==> config.mk <==
export PLATFORM = sky130hd
export DESIGN_NAME = e_fwd_operand
export DESIGN_NICKNAME = d
export VERILOG_FILES = /design/src/rtl/e_fwd_operand.sv
export SDC_FILE = /design/constraint.sdc
export NUM_CORES = 1
export LEC_CHECK = 0
export CAP_MARGIN = 20
export CORE_MARGIN = 3
export CORE_UTILIZATION = 37
export CTS_BUF_LIST = sky130_fd_sc_hd__clkbuf_8 sky130_fd_sc_hd__clkbuf_16
export DETAILED_ROUTE_END_ITERATION = 6
export GPL_ROUTABILITY_DRIVEN = 0
export PLACE_DENSITY = 0.82
export SETUP_SLACK_MARGIN = 0.2
export SKIP_LAST_GASP = 1
export SLEW_MARGIN = 0
export SYNTH_ARGS = -nofsm -noshare
export SYNTH_HDL_FRONTEND = slang
export SYNTH_SLANG_ARGS = --single-unit
==> constraint.sdc <==
create_clock -name clk -period 5.1 [get_ports clk]
set_input_delay 1.275 -clock clk [delete_from_list [all_inputs] [get_ports clk]]
set_output_delay 1.275 -clock clk [all_outputs]
set_load 0.05 [all_outputs]
==> src/rtl/e_fwd_operand.sv <==
// rtl/e_fwd_operand.sv - E-stage operand forwarding unit with stall hold register
//
// Purpose: picks the E-stage source operand from the ID/EX value or one of
//   NSRC prioritised in-flight results (index 0 nearest). It requests a
//   load-use stall when the nearest producer is not ready. While E is frozen
//   it keeps the last forwarded value, so a result that retires during the
//   stall is not lost.
// Optional feature: define E_FWD_STAT_EN to build the event counters;
//   otherwise fwd_count and stall_count read 0.
// Ports:
//   clk, reset       clock (rising edge), asynchronous active-high reset
//   e_stall, e_flush E stage held / flushed this cycle (flush wins)
//   e_src_addr       source register address of the E instruction
//   e_reg_val        register-file value carried in ID/EX
//   fwd_we/addr/data/ready  per-source write enable, destination, result, result valid
//   operand, sel     selected operand and its origin (0 reg, i+1 source i, NSRC+1 held)
//   hazard_stall     stall request to the hazard unit
//   held_valid       hold register occupied
//   fwd_count, stall_count  event counters
module e_fwd_operand #(
  parameter int DATA_W = 32,
  parameter int ADDR_W = 5,
  parameter int NSRC   = 2,
  localparam int SEL_W = $clog2(NSRC + 2)
) (
  input  logic                   clk,
  input  logic                   reset,
  input  logic                   e_stall,
  input  logic                   e_flush,
  input  logic [ADDR_W-1:0]      e_src_addr,
  input  logic [DATA_W-1:0]      e_reg_val,
  input  logic [NSRC-1:0]        fwd_we,
  input  logic [NSRC*ADDR_W-1:0] fwd_addr,
  input  logic [NSRC*DATA_W-1:0] fwd_data,
  input  logic [NSRC-1:0]        fwd_ready,
  output logic [DATA_W-1:0]      operand,
  output logic [SEL_W-1:0]       sel,
  output logic                   hazard_stall,
  output logic                   held_valid,
  output logic [31:0]            fwd_count,
  output logic [31:0]            stall_count
);

  typedef enum logic {EMPTY = 1'b0, HELD = 1'b1} hold_state_t;

  hold_state_t       state, state_next;
  logic [DATA_W-1:0] held;
  logic              win_found;
  logic              win_ready;
  logic [SEL_W-1:0]  win_idx;
  logic [DATA_W-1:0] win_data;
  logic              capture;

  // Scan from the farthest source down so the nearest match is written last.
  // Register 0 never matches.
  always_comb begin
    win_found = 1'b0;
    win_ready = 1'b0;
    win_idx   = '0;
    win_data  = '0;
    for (int i = NSRC - 1; i >= 0; i--) begin
      if (fwd_we[i] && fwd_addr[i*ADDR_W +: ADDR_W] == e_src_addr &&
          e_src_addr != '0) begin
        win_found = 1'b1;
        win_ready = fwd_ready[i];
        win_idx   = SEL_W'(i);
        win_data  = fwd_data[i*DATA_W +: DATA_W];
      end
    end
  end

  // Live ready data always refreshes the hold while E is frozen.
  assign capture = e_stall && !e_flush && win_found && win_ready;

  // Hold FSM: state register
  always_ff @(posedge clk or posedge reset) begin
    if (reset) state <= EMPTY;
    else       state <= state_next;
  end

  // Hold FSM: next state
  always_comb begin
    state_next = state;
    if (!e_stall || e_flush) state_next = EMPTY;
    else if (capture)        state_next = HELD;
  end

  // Hold data register
  always_ff @(posedge clk or posedge reset) begin
    if (reset)        held <= '0;
    else if (capture) held <= win_data;
  end

  // Hold FSM: outputs
  always_comb begin
    held_valid   = (state == HELD);
    hazard_stall = 1'b0;
    operand      = e_reg_val;
    sel          = '0;
    if (win_found && win_ready) begin
      operand = win_data;
      sel     = win_idx + SEL_W'(1);
    end else begin
      // Unready winner or no match: fall back to the hold, then ID/EX.
      hazard_stall = win_found;
      if (state == HELD) begin
        operand = held;
        sel     = SEL_W'(NSRC + 1);
      end
    end
  end

`ifdef E_FWD_STAT_EN
  always_ff @(posedge clk or posedge reset) begin
    if (reset) begin
      fwd_count   <= '0;
      stall_count <= '0;
    end else begin
      if (!e_stall && !e_flush && sel != '0) fwd_count <= fwd_count + 32'd1;
      if (hazard_stall) stall_count <= stall_count + 32'd1;
    end
  end
`else
  assign fwd_count   = '0;
  assign stall_count = '0;
`endif

endmodule

### Word-level counts from Yosys, hierarchy flattened

Index checks and enable logic that the tools add are counted.

| storage, ports and cells | value |
|---|---|
| bits in registers | 33 |
| output and inout port bits | 100 |
| logic and storage cells | 33 |

| operators by class | value |
|---|---|
| add/subtract/negate cells | 1 |
| eq/ne operators | 2 |
| multiplexer cells | 15 |
| reductions and logical operators | 13 |

Operator list:

| cell | number |
|---|---|
| 32-bit 2-to-1 mux | 4 |
| 5-bit equality test | 2 |
| 1-bit logical AND | 8 |
| 1-bit 2-to-1 mux | 8 |
| 2-bit 2-to-1 mux | 3 |
| 5-bit nonzero test | 1 |
| 2-bit by 1-bit adder with 2-bit output, second input constant | 1 |
| 1-bit zero test | 2 |
| 2-bit nonzero test | 1 |
| 1-bit logical OR | 1 |

### Depth between registers and ports, before layout

| depth | value |
|---|---|
| depth in word-level cells | 9 |
| depth in mapped cells | 8 |

### Worst setup path after synthesis

OpenSTA, ideal clock, no wires.

| timing path | value |
|---|---|
| path type | input port to output port |
| start point | input e_src_addr[2] |
| end point | output operand[21] |
| data arrival time | 3.864 ns |
| required time | 3.825 ns |
| setup slack | -0.039 ns |
| cell stages on the path | 7 |
| cell sequence | or4_4 -> o211ai_2 -> or2_1 -> buf_2 -> mux2i_2 -> buf_4 -> mux2i_1 |

| on the way | value |
|---|---|
| cells in the longest elaborated chain, start to end | 7 |
| elaborated cells between the ends (all ways) | 15 |
| those cells by class | eq/ne: 2; mux: 7; reduce/logical: 6 |

Ends and longest elaborated chain:

| what | line | source |
|---|---|---|
| from (decl) | 30 | `input logic [ADDR_W-1:0] e_src_addr,` |
| 5-bit equality test | 62 | `if (fwd_we[i] && fwd_addr[i*ADDR_W +: ADDR_W] == e_src_addr &&` |
| 1-bit logical AND (2 in a row) | 62 |  |
| 1-bit 2-to-1 mux (2 in a row) | 62 |  |
| 1-bit logical AND | 100 | `if (win_found && win_ready) begin` |
| 32-bit 2-to-1 mux (*) | 100 |  |
| to (decl) | 36 | `output logic [DATA_W-1:0] operand,` |

Mark *: on every way between the ends. The rest lies on a longest branch, timed or not.

### Final worst setup path

| timing path | value |
|---|---|
| start point | input e_src_addr[3] |
| end point | output operand[28] |

The elaborated chain is that of the path after synthesis.

==> run summary <==
The logs give 0 for the number of hold violations in the final report and 0 for the total inserted antenna cells. The logs give 29 for the post-synthesis cell type count and 5630 um^2 for the final instance area. Final period utilization: 0.941. On the final layout, the worst clock skew is 0 ns. The clock edge transition at the registers on the reported setup and hold paths was 0.07 ns; the boundary pin count was 219.

The synthesized flop and latch total is 33, and the chip height is 101 um. Entering global routing, the biggest net connects 66 pins. The share of synthesized registers carrying an async set or reset was 1.00. Clock tree synthesis found a total of 33 sinks. The number of DRC violations after detailed-routing iteration 0 was 173; the cell area after synthesis was 3360 um^2. For the sequential fraction of the synthesis area, the log shows 0.246.

TritonCTS built the clock tree. The worst setup path is launched from an input port. The synthesized design contains 0 enable-type register cells.

The run finished with clean final reports. Across the VDD grid, the largest voltage drop is 0.103 mV. For the number of warning messages in the yosys log, the log shows 0. The total wirelength of the detailed-routed design was 11.8 mm. The synthesized area per cell was 8.46 um^2; the count of final setup violators was 0. The worst hold path was traced through 2 stages. The largest buffer count on any clock path is 2, and the number of buffer cells added on primary ports is 154. For the worst setup path, the data required time is 3.83 ns.

The clock reaches the later pin of the worst-skew pair after 0.28 ns. Setup repair after global routing left no endpoint under its margin. The post-placement cell area is 5240 um^2, and the detailed-route wire length per cell is 18.1 um. The detailed placement HPWL is 8.22 mm, and the number of global-route vias before repair is 3,619.

The tools report the remaining routing DRC violations as 0. Path class of the lowest-slack min-delay path: reg -> reg. The critical path in this run is classified as in -> out. Power spread over the standard cell area amounts to 201 nW/um^2. The maximum net fanout on the critical path is 5. After detailed routing, the number of vias per cell comes to 5.47.

The critical path goes through dlygate4sd2_1 > or4_4 > o211ai_4 > or2_4 > mux2i_4 > buf_6 > buf_4 > buf_12 > mux2i_4 > buf_12. The starting utilization of the core area was 0.383; the number of levels the H-tree was split into was 2. The commonest non-fill, non-tap cell in the layout is sky130_fd_sc_hd__clkdlybuf4s50_1.

The most instantiated flip-flop cell in the synthesis netlist is sky130_fd_sc_hd__dfrtp_1. STA classifies the critical path endpoint as an output pin. Buffers inserted during clock tree synthesis total 5.

The die boundary width came out at 101 um. The total count of max-transition violations in the final report is 0. Leaving out fill and tap cells, the most frequent cells in the layout are 114 x sky130_fd_sc_hd__clkdlybuf4s50_1, 64 x sky130_fd_sc_hd__a31oi_1, 64 x sky130_fd_sc_hd__conb_1.

From synthesis to final layout, the design area changed by 67.7%. The delay of the slowest cell on the worst path is 0.54 ns, and the top-area cell type share of the netlist area is 0.246. The post-layout net count is 664, and the slew at the pin closest to its max-slew limit is 0.653 ns. The die covers 10,300 um^2.

The biggest area contributor in the post-synthesis netlist is sky130_fd_sc_hd__dfrtp_1. The overall routing resource usage is 0.219. The root buffer cell chosen for the clock tree is sky130_fd_sc_hd__clkbuf_8. The share of final-layout standard cells stronger than drive strength 1 was 0.203; the worst slew margin relative to its limit was 0.565. The layout filler cell count is 704. By area the synthesized netlist is led by sky130_fd_sc_hd__dfrtp_1 25%, sky130_fd_sc_hd__mux2i_1 19%, sky130_fd_sc_hd__buf_4 15%. In this run the static leakage power is 2.32 nW.

Synthesis handed over a netlist of 397 instances. The first TritonRoute pass finished after 4 iterations. The max-capacitance violation count is 0. Setup total negative slack on the finished layout was measured at 0 ns.

The highest clock frequency the design can meet is 208 MHz, and the area of the placeable core is 8760 um^2. The logs give 0 for the number of antenna violations at the first check in global routing and 0 for the final antenna-violating net count. The total vias in the final route was 3,579; the total grt overflow was 0.

The cell depth of the worst flop-to-flop path works out to 1. The initialized floorplan defines 34 standard-cell rows. For the finished layout, the period the worst path requires is 4.80 ns.

The highest-delay cell along the critical path is sky130_fd_sc_hd__or4_4. The first-pass GRT wire length was 18.1 mm; the arrival time at the worst endpoint was 3.53 ns.
[final cells by class]
cell class,instances,area (um^2),area share
clock buffers,6,82.6,0.0147
clock inverters,2,33.8,0.00600
inverters,33,124,0.0220
multi-input cells,290,2230,0.396
flip-flops and latches,33,827,0.147
well taps,108,135,0.0240
repair buffers,182,2200,0.390
[final timing paths]
path | startpoint | endpoint | slack (ns)
max | e_src_addr[3] | operand[28] | 0.30
min | held[3] | held[3] | 0.56
max reg2reg | held_valid | held_valid | 4.04
min reg2reg | held[3] | held[3] | 0.56
max in group asynchronous | reset | held_valid | 3.35
min in group asynchronous | reset | held[8] | 1.41
[registers in the layout, summed over array words and instances (netlist names)]
register and count:
held 32, held_valid 1
[timing repair]
item,in CTS,in global routing
setup endpoints to repair,33,26
gates resized for setup,25,5
pin swaps,2,2
cloned,3,0
setup buffers,5,2
hold buffers,0,0
[power breakdown]
group	internal (mW)	total [mW]	leakage, nW	switching [mW]
Combinational	0.227	0.526	1.82	0.299
Clock	0.157	0.253	0.0626	0.0960
Sequential	0.320	0.354	0.438	0.0341
[critical path: cells and delay by family]
kind                   cells  cell delay [ns]
buffers and inverters      5             0.84
and+or+nand+nor            2             0.72
muxes                      2             0.50
AOI/OAI and AO/OA          1             0.17
[synthesized netlist by cell type, types with 2 or more instances]
library cell,count
sky130_fd_sc_hd__mux2i_1,64
sky130_fd_sc_hd__nand2_1,4
sky130_fd_sc_hd__dfrtp_1,33
sky130_fd_sc_hd__a31oi_1,64
sky130_fd_sc_hd__xor2_1,2
sky130_fd_sc_hd__buf_4,68
sky130_fd_sc_hd__nor2_1,4
sky130_fd_sc_hd__a21oi_1,2
sky130_fd_sc_hd__nor3_1,33
sky130_fd_sc_hd__buf_6,2
sky130_fd_sc_hd__a311oi_1,32
sky130_fd_sc_hd__clkbuf_1,24
sky130_fd_sc_hd__xnor2_1,8
sky130_fd_sc_hd__buf_2,10
sky130_fd_sc_hd__inv_1,33
[cells by family (layout without fill, tap and decap cells)]
family	after synthesis	after routing	synth area share
simple gates	49	49	0.0771
flops	33	33	0.246
buf+inv	137	223	0.237
xor+xnor	10	10	0.0261
mux	66	66	0.198
compound gates	101	101	0.214
other cells	1	64	0.00112
[per-stage QoR]
stage | power, mW | setup slack [ns] | util | hold WS (ns) | cells
finish | 1.13 | 0.300 | 0.643 | 0.561 | 654
global route | 1.19 | 0.202 | 0.643 | 0.581 | 654
CTS | 1.13 | 0.213 | 0.636 | 0.561 | 652
detailed placement | 0.866 | -0.00934 | 0.598 | 0.544 | 636
global placement | 0.851 | 0.0858 | 0.598 | 0.533 | 636
floorplan | 0.688 | -0.0393 | - | 0.518 | 460
[per-layer routing]
layer  vias to the layer above  routed length, um  track usage
met5                         -                  0            0
met1                      1711               4230        0.252
met4                         0                181       0.0654
li1                       1643                  -            -
met2                       207               6290        0.404
met3                        18               1130       0.0461
Power figures use the tool's default switching activity.
